[config.mk]
export PLATFORM = sky130hd
export DESIGN_NAME = interrupt_controller
export DESIGN_NICKNAME = d
export VERILOG_FILES = /design/src/rtl/interrupt_controller.sv
export SDC_FILE = /design/constraint.sdc
export NUM_CORES = 1
export LEC_CHECK = 0
export CAP_MARGIN = 25
export CORE_ASPECT_RATIO = 1.25
export CORE_UTILIZATION = 42
export CTS_CLUSTER_SIZE = 10
export DETAILED_ROUTE_END_ITERATION = 8
export GPL_TIMING_DRIVEN = 0
export PLACE_DENSITY = 0.85
export SYNTH_ARGS = -nofsm -noshare
export SYNTH_HDL_FRONTEND = slang
export SYNTH_SLANG_ARGS = --single-unit
[constraint.sdc]
create_clock -name iCLK -period 5.3 [get_ports iCLK]
set_input_delay 1.06 -clock iCLK [delete_from_list [all_inputs] [get_ports iCLK]]
set_output_delay 1.06 -clock iCLK [all_outputs]
set_load 0.01 [all_outputs]
[src/rtl/interrupt_controller.sv]
// 8-source interrupt controller: synchronises raw lines, latches them per source
// (edge or level), masks them and presents pending/claim state as a bus slave.
module interrupt_controller #(
  parameter logic [31:0] BASE_ADDR = 32'hFF20_0000,
  parameter int unsigned NSRC      = 8
) (
  input  logic            iCLK,
  input  logic            iRST,
  input  logic [NSRC-1:0] iIrqSrc,
  input  logic            iDwReadEnable,
  input  logic            iDwWriteEnable,
  input  logic [3:0]      iDwByteEnable,
  input  logic [31:0]     iDwAddress,
  input  logic [31:0]     iDwWriteData,
  output logic [31:0]     oDwReadData,
  output logic [NSRC-1:0] oPendingInterrupt,
  output logic            oIRQ,
  output logic [3:0]      oClaimID
);

  typedef enum logic [1:0] {
    REG_PENDING = 2'd0,
    REG_ENABLE  = 2'd1,
    REG_MODE    = 2'd2,
    REG_CLAIM   = 2'd3
  } reg_sel_e;

  logic [NSRC-1:0] r_s1, r_s2, r_s3;
  logic [NSRC-1:0] r_pending, r_enable, r_mode;
  logic            r_rd_claim_q;

  logic            w_sel;
  reg_sel_e        w_reg;
  logic            w_wr;
  logic            w_rd_claim;
  logic [NSRC-1:0] w_active;
  logic            w_claim_valid;
  logic [2:0]      w_claim_id;
  logic [NSRC-1:0] w_clr;
  logic [NSRC-1:0] w_pending_nxt;
  logic            w_unused;

  assign w_sel      = (iDwAddress[31:4] == BASE_ADDR[31:4]);
  assign w_reg      = reg_sel_e'(iDwAddress[3:2]);
  assign w_wr       = iDwWriteEnable & w_sel & iDwByteEnable[0];
  assign w_rd_claim = iDwReadEnable & w_sel & (w_reg == REG_CLAIM);
  assign w_unused   = ^{iDwAddress[1:0], iDwByteEnable[3:1], iDwWriteData[31:NSRC]};

  assign w_active          = r_pending & r_enable;
  assign oPendingInterrupt = w_active;
  assign oIRQ              = |w_active;
  assign oClaimID          = {w_claim_valid, w_claim_id};

  // Descending scan so the lowest active index is the last (winning) assignment.
  always_comb begin
    w_claim_valid = 1'b0;
    w_claim_id    = '0;
    for (int unsigned i = NSRC; i > 0; i--) begin
      if (w_active[i-1]) begin
        w_claim_valid = 1'b1;
        w_claim_id    = 3'(i - 1);
      end
    end
  end

  // Clears from W1C and from the first cycle of a CLAIM read; only edge bits honour them,
  // and a same-cycle edge set overrides the clear.
  always_comb begin
    w_clr = '0;
    if (w_wr && (w_reg == REG_PENDING))
      w_clr = iDwWriteData[NSRC-1:0];
    if (w_rd_claim && !r_rd_claim_q && w_claim_valid)
      w_clr[w_claim_id] = 1'b1;
    for (int unsigned i = 0; i < NSRC; i++) begin
      if (r_mode[i])
        w_pending_nxt[i] = (r_s2[i] & ~r_s3[i]) | (r_pending[i] & ~w_clr[i]);
      else
        w_pending_nxt[i] = r_s2[i];
    end
  end

  always_comb begin
    oDwReadData = '0;
    if (iDwReadEnable && w_sel) begin
      unique case (w_reg)
        REG_PENDING: oDwReadData = 32'(r_pending);
        REG_ENABLE:  oDwReadData = 32'(r_enable);
        REG_MODE:    oDwReadData = 32'(r_mode);
        REG_CLAIM:   oDwReadData = 32'(oClaimID);
      endcase
    end
  end

  always_ff @(posedge iCLK or negedge iRST) begin
    if (!iRST) begin
      r_s1         <= '0;
      r_s2         <= '0;
      r_s3         <= '0;
      r_pending    <= '0;
      r_enable     <= '0;
      r_mode       <= '0;
      r_rd_claim_q <= 1'b0;
    end else begin
      r_s1         <= iIrqSrc;
      r_s2         <= r_s1;
      r_s3         <= r_s2;
      r_pending    <= w_pending_nxt;
      r_rd_claim_q <= w_rd_claim;
      if (w_wr && (w_reg == REG_ENABLE)) r_enable <= iDwWriteData[NSRC-1:0];
      if (w_wr && (w_reg == REG_MODE))   r_mode   <= iDwWriteData[NSRC-1:0];
    end
  end

endmodule

==> results of run 1 <==
-- stage by stage --
step                cells  setup slack, ps  total power [mW]  area [sq um]  hold WS (ps)
floorplan             238             1618            0.4340          2471         331.2
global placement      373            452.7            0.4834          3262         332.2
detailed placement    374            448.2            0.4878          3277         334.7
CTS                   382            430.1            0.6936          3359         343.3
global route          382            338.7            0.7141          3359         362.7
finish                382            442.7            0.6863          3359         336.9
-- cells in the final DEF (no fill, tap or decap), types with 4 or more instances in the layout --
cell / instances
a21oi_1: 14
clkbuf_8: 5
clkdlybuf4s50_1: 70
nand2_1: 26
nor2_1: 14
mux2i_1: 6
buf_4: 25
nor2b_1: 4
nand4_1: 7
mux2_2: 16
a22o_1: 6
inv_1: 5
dfrtp_1: 49
conb_1: 24
-- worst max-delay path, stage by stage --
cell and delay [ps]:
clkdlybuf4s50_1 400, or4_1 530, or3_4 440, nor2_1 130
nand2_1 270, nor3_1 360, clkdlybuf4s50_1 600
-- cell type report --
cell class | instances | area [sq um]
Sequential cell | 49 | 1226
Inverter | 5 | 18.77
Fill cell | 468 | 2083
Tap cell | 64 | 80.08
Timing Repair Buffer | 72 | 725.7
Clock buffer | 6 | 72.57
Buffer | 28 | 200.2
Multi-Input combinational cell | 156 | 1026
Clock inverter | 2 | 10.01
-- cells by family after synthesis --
kind of cell,after synthesis
simple gates,71
flops,49
compound gates,37
buf+inv,33
mux,24
other cells,1
-- power by group through the flow --
| stage | Combinational, mW | Sequential [mW] | Clock, mW |
|---|---|---|---|
| 4_1_cts | 0.0885 | 0.392 | 0.213 |
| 2_1_floorplan | 0.0364 | 0.398 | 0 |
| 3_3_place_gp | 0.0847 | 0.399 | 0 |
| 6_report | 0.0882 | 0.392 | 0.206 |
| 3_5_place_dp | 0.0883 | 0.400 | 0 |
| 5_1_grt | 0.0952 | 0.393 | 0.225 |
-- worst max-delay path by stage --
stage,to,start,slack (ps)
floorplan,oDwReadData[1],iDwAddress[19],1620
global placement,oDwReadData[0],iDwAddress[19],450
detailed placement,oDwReadData[0],iDwAddress[19],450
CTS,oDwReadData[0],iDwAddress[19],430
global route,oDwReadData[0],iDwAddress[13],340
finish,oDwReadData[0],iDwAddress[19],440
-- layer usage --
| metal | GRT usage (%) | up-vias | wire length, um |
|---|---|---|---|
| met5 | 0 | - | 0 |
| met4 | 9.462 | 0 | 138 |
| met3 | 6.279 | 14 | 549 |
| met2 | 32.30 | 112 | 2731 |
| met1 | 21.02 | 885 | 2108 |
| li1 | - | 919 | - |
-- sequential cells by signal, summed over array words and instances (netlist names) --
| register | count |
|---|---|
| r_enable | 8 |
| r_mode | 8 |
| r_pending | 8 |
| r_rd_claim_q | 1 |
| r_s1 | 8 |
| r_s2 | 8 |
| r_s3 | 8 |
==> flow_summary.yaml, run 1 <==
clock_tree:
  tritoncts: "built"
  postCtsHoldBufs: 0
  htreeDepth: 2
  clk_pin_slew_ps: 90
  clkLatencyLatePin_ps: 300
  clkSinkCount: 49
  cts_setup_buffers: 0
  clk_path_buf_depth: 2
  root_buffer: "clkbuf_8"
  cts_made_buffers: 5
  cts_resized: 0
layout:
  nets: 397
  drive_above_1_share_pct: 18.24
  final_core_util_pct: 61.72
  area.growth.synth_to_final_pct: 40.87
  diodes: 0
logic_synthesis:
  synth_ff_type: "dfrtp_1"
  synth_compound_area_share_pct: 10.39
  synth_top_family_by_area: "simple AND/OR/NAND/NOR gates"
  synthCells: 215
  synth_most_common_cell: "dfrtp_1"
  ys_top_cells_by_area: "dfrtp_1, buf_4, mux2_2, nand2_1, a21oi_1"
  synthAdderAreaFrac_pct: 0
  synth-seq-cells: 49
  synth_top_area_share_pct: 51.42
  syn-cell-area_sq_um: 2385
  seq_area_frac_synth_pct: 51.42
  avgSynthCellArea_sq_um: 11.09
  synthTopCellsByCount: "dfrtp_1, nand2_1, buf_4, mux2_2"
  synthMuxAreaShare_pct: 11.96
  yosys_warnings: 0
  synth_xor_area_share_pct: 0
  yosysUniqueCellTypes: 37
  synthSimpleGateAreaFrac_pct: 16.89
  yosys.area.top_type: "dfrtp_1"
  async_reset_ff_share_pct: 100.0
  synth-edff-count: 0
pwr:
  pwr-share-clk_pct: 30.0
  max-vdd-ir-drop_uv: 140.2
  switching_share_pct: 22.63
  power.leakage_nw: 1.544
  p_comb_share_pct: 12.8
  internal-power_mw: 0.5310
  p_seq_share_pct: 57.1
  p_switching_mw: 0.1553
  power.density_nw_per_um2: 204.3
sta:
  slew_viol_final: 0
  skew_ps: 14.82
  fmax_mhz: 205.9
  finalSetupViolCount: 0
  fin_tns_setup_ps: 0
  tightest_slew_ps: 680.2
  finalCritPeriodShare_pct: 91.65
  grt_setup_unrepaired: "false"
  relSlewSlack_pct: 54.31
  period_needed_ps: 4857
  hold_violations: 0
floorplan:
  fp.dieH_um: 86.25
  die_area_sq_um: 5985
  core_sq_um: 5443
  io_pins: 125
  core.rowCount: 30
  die_w_um: 69.40
  initial_utilization_pct: 43.82
routing:
  ant_nets: 0
  routedWlPerCell_um: 14.47
  routed_via_density: 5.052
  via_count: 1930
  drtIter0Drc: 151
  routed_wl_mm: 5.527
  dr.pass1.iters: 4
  drcViolationCount: 0
grt:
  grt_max_degree: 33
  grt_pass1_wl_mm: 8.825
  grt_usage_pct: 18.85
  first_global_vias: 1946
  overflow: 0
  antenna_found_initial: 0
setup_path:
  r2r_slack_ps: 3440
  critPathCaptureType: "output port"
  cp-start-kind: "primary input"
  ff2ff_path_depth: 5
  critPathKind: "in -> out"
  cp_max_fo: 9
  timing.rr.start: "r_enable[1]"
  r2r-end: "r_pending[6]"
  cp_data_arrival_time_ps: 3800
  required_ps: 4240
placed_design:
  port_buffers: 71
  gp_congestion: 0.9262
  hpwl_mm: 4.287
min_path:
  min_to: "r_s2[2]"
  hp-start: "r_s1[2]"
  hp-class: "reg -> reg"
  hold_path_depth: 0
job:
  cap_violations: 0
outcome:
  outcome: "completed"
(Power assumes the default switching activity.)
==> run 2, diff against run 1 <==
- CORE_MARGIN: default -> 2
- RECOVER_POWER: default -> 50
==> run 2 against run 1 <==
Compared with the run above:
- the flow now finishes with violations (max-capacitance violations, max-slew violations)
- clock skew decreased by 0.98 ps
- worst setup slack gained 71 ps
- largest power group unchanged
- non-clock buffer count is the same
- sequential power is essentially flat
- count of clock-buffer cells in the layout unchanged
- core utilization decreased by 0.23 points
- largest cell class unchanged
- hold slack better by 2.2 ps
- first-iteration DRC count shrank 14%
- critical path type unchanged
- die area is 5.3% higher
==> flow_summary.yaml, run 2 (synthesis results as in run 1) <==
setup_path:
  critPathKind: "in -> out"
  r2r_slack_ps: 3450
  critPathCaptureType: "output port"
  setup.worst_path.start: "iDwAddress[19]"
  cp_cell_sequence: "clkdlybuf4s50_1 -> or4_1 -> or3_4 -> nor2_1 -> nand2_1 -> nor3_1 -> clkdlybuf4s50_1"
  cp_data_arrival_time_ps: 3730
  slowest_delay_ps: 570
  r2r-end: "r_pending[6]"
  crit_slowest_cell: "clkdlybuf4s50_1"
  cpMostUsedCell: "clkdlybuf4s50_1"
  timing.rr.start: "r_enable[1]"
  ff2ff_path_depth: 5
  cp-start-kind: "primary input"
  cp_max_fo: 9
  required_ps: 4240
sta:
  tightest_slew_ps: 1889
  fmax_mhz: 208.9
  finalCritPeriodShare_pct: 90.31
  slew_viol_final: 37
  grt_setup_unrepaired: "false"
  period_needed_ps: 4787
  fin_tns_setup_ps: 0
  hold_violations: 0
  relSlewSlack_pct: -25.93
  skew_ps: 13.84
  finalSetupViolCount: 0
  fin_ws_ps: 513.4
clock_tree:
  cts_resized: 0
  postCtsHoldBufs: 0
  cts_setup_buffers: 0
  tritoncts: "built"
  cts_made_buffers: 5
  clk_path_buf_depth: 2
  htreeDepth: 2
  root_buffer: "clkbuf_8"
  clkLatencyLatePin_ps: 300
  clkSinkCount: 49
  clk_pin_slew_ps: 90
routing:
  drtIter0Drc: 130
  routed_via_density: 5.047
  dr.pass1.iters: 4
  via_count: 1928
  routedWlPerCell_um: 14.47
  ant_nets: 0
  drcViolationCount: 0
  routed_wl_mm: 5.528
layout:
  diodes: 0
  layout_common_cells: "clkdlybuf4s50_1, dfrtp_1, nand2_1"
  final_core_util_pct: 61.49
  area.growth.synth_to_final_pct: 40.35
  drive_above_1_share_pct: 17.61
  nets: 397
  mostFrequentLayoutCell: "clkdlybuf4s50_1"
  fill_cells: 464
  final_cell_count_no_fill: 382
floorplan:
  core_sq_um: 5443
  fp.dieH_um: 88.25
  core.rowCount: 30
  die_w_um: 71.40
  io_pins: 125
  initial_utilization_pct: 43.82
  die_area_sq_um: 6300
placed_design:
  dp_cells: 374
  hpwl_mm: 4.375
  gp_congestion: 0.8192
  dp_slack_ps: 474.1
  port_buffers: 71
min_path:
  hp-class: "reg -> reg"
  min_to: "r_s2[5]"
  hold_path_depth: 0
  hp-start: "r_s1[5]"
pwr:
  power.leakage_nw: 1.526
  max-vdd-ir-drop_uv: 140.4
  p_total_mw: 0.6924
  power.density_nw_per_um2: 206.9
grt:
  grt_max_degree: 37
  antenna_found_initial: 0
  first_global_vias: 1946
  grt_usage_pct: 17.92
  overflow: 0
  grt_pass1_wl_mm: 8.721
outcome:
  outcome: "finished, violations left"
  violations: "max-capacitance violations, max-slew violations"
job:
  cap_violations: 1
[run 2: cell count changes in the layout (fill, tap and decap cells not counted)]
cell        before  now
clkbuf_1         3    5
clkinvlp_4       0    2
buf_2            2    1
clkinv_2         2    0
buf_12           1    0
[run 2: through the flow]
stage               hold slack, ps  cell area, sq um
floorplan                    331.2              2471
global placement             332.2              3262
detailed placement           334.7              3277
CTS                          348.9              3364
global route                 367.0              3347
finish                       339.1              3347
[run 2: routing by layer]
layer | GRT usage, % | routed length, um | vias to the layer above
met5 | 0 | 0 | -
met4 | 8.405 | 127 | 0
met3 | 5.923 | 551 | 16
met2 | 33.00 | 2863 | 84
met1 | 18.24 | 1985 | 905
li1 | - | - | 923
[run 2: layout make-up]
| type | count | area, sq um | share of cell area, % |
|---|---|---|---|
| Tap cell | 64 | 80.08 | 2.393 |
| Clock buffer | 6 | 72.57 | 2.168 |
| Multi-Input combinational cell | 156 | 1026 | 30.65 |
| Sequential cell | 49 | 1226 | 36.64 |
| Inverter | 5 | 18.77 | 0.5607 |
| Clock inverter | 2 | 15.01 | 0.4486 |
| Buffer | 28 | 200.2 | 5.981 |
| Timing Repair Buffer | 72 | 708.2 | 21.16 |
[run 2: worst max-delay path by stage]
stage / cells past startpoint / slack (ps) / to
floorplan: 5 / 1620 / oDwReadData[1]
global placement: 7 / 470 / oDwReadData[1]
detailed placement: 7 / 470 / oDwReadData[0]
CTS: 7 / 470 / oDwReadData[0]
global route: 7 / 430 / oDwReadData[1]
finish: 7 / 510 / oDwReadData[0]
[run 2: critical path, delay by kind of cell]
| kind | cells | cell delay [ps] |
|---|---|---|
| buf+inv | 2 | 960 |
| simple gates | 5 | 1700 |
[run 2: report_power, final]
group          switching (mW)  internal (mW)  total (mW)
combinational          0.0341         0.0521      0.0862
sequential            0.00600          0.386       0.392
clock                   0.121         0.0931       0.214
total                   0.161          0.531       0.692
==> run 3, diff against run 2 <==
- CTS_CLUSTER_SIZE: 10 -> 24
==> results of run 3 <==
The final DEF is identical to that of run 2; final timing and power are the same.
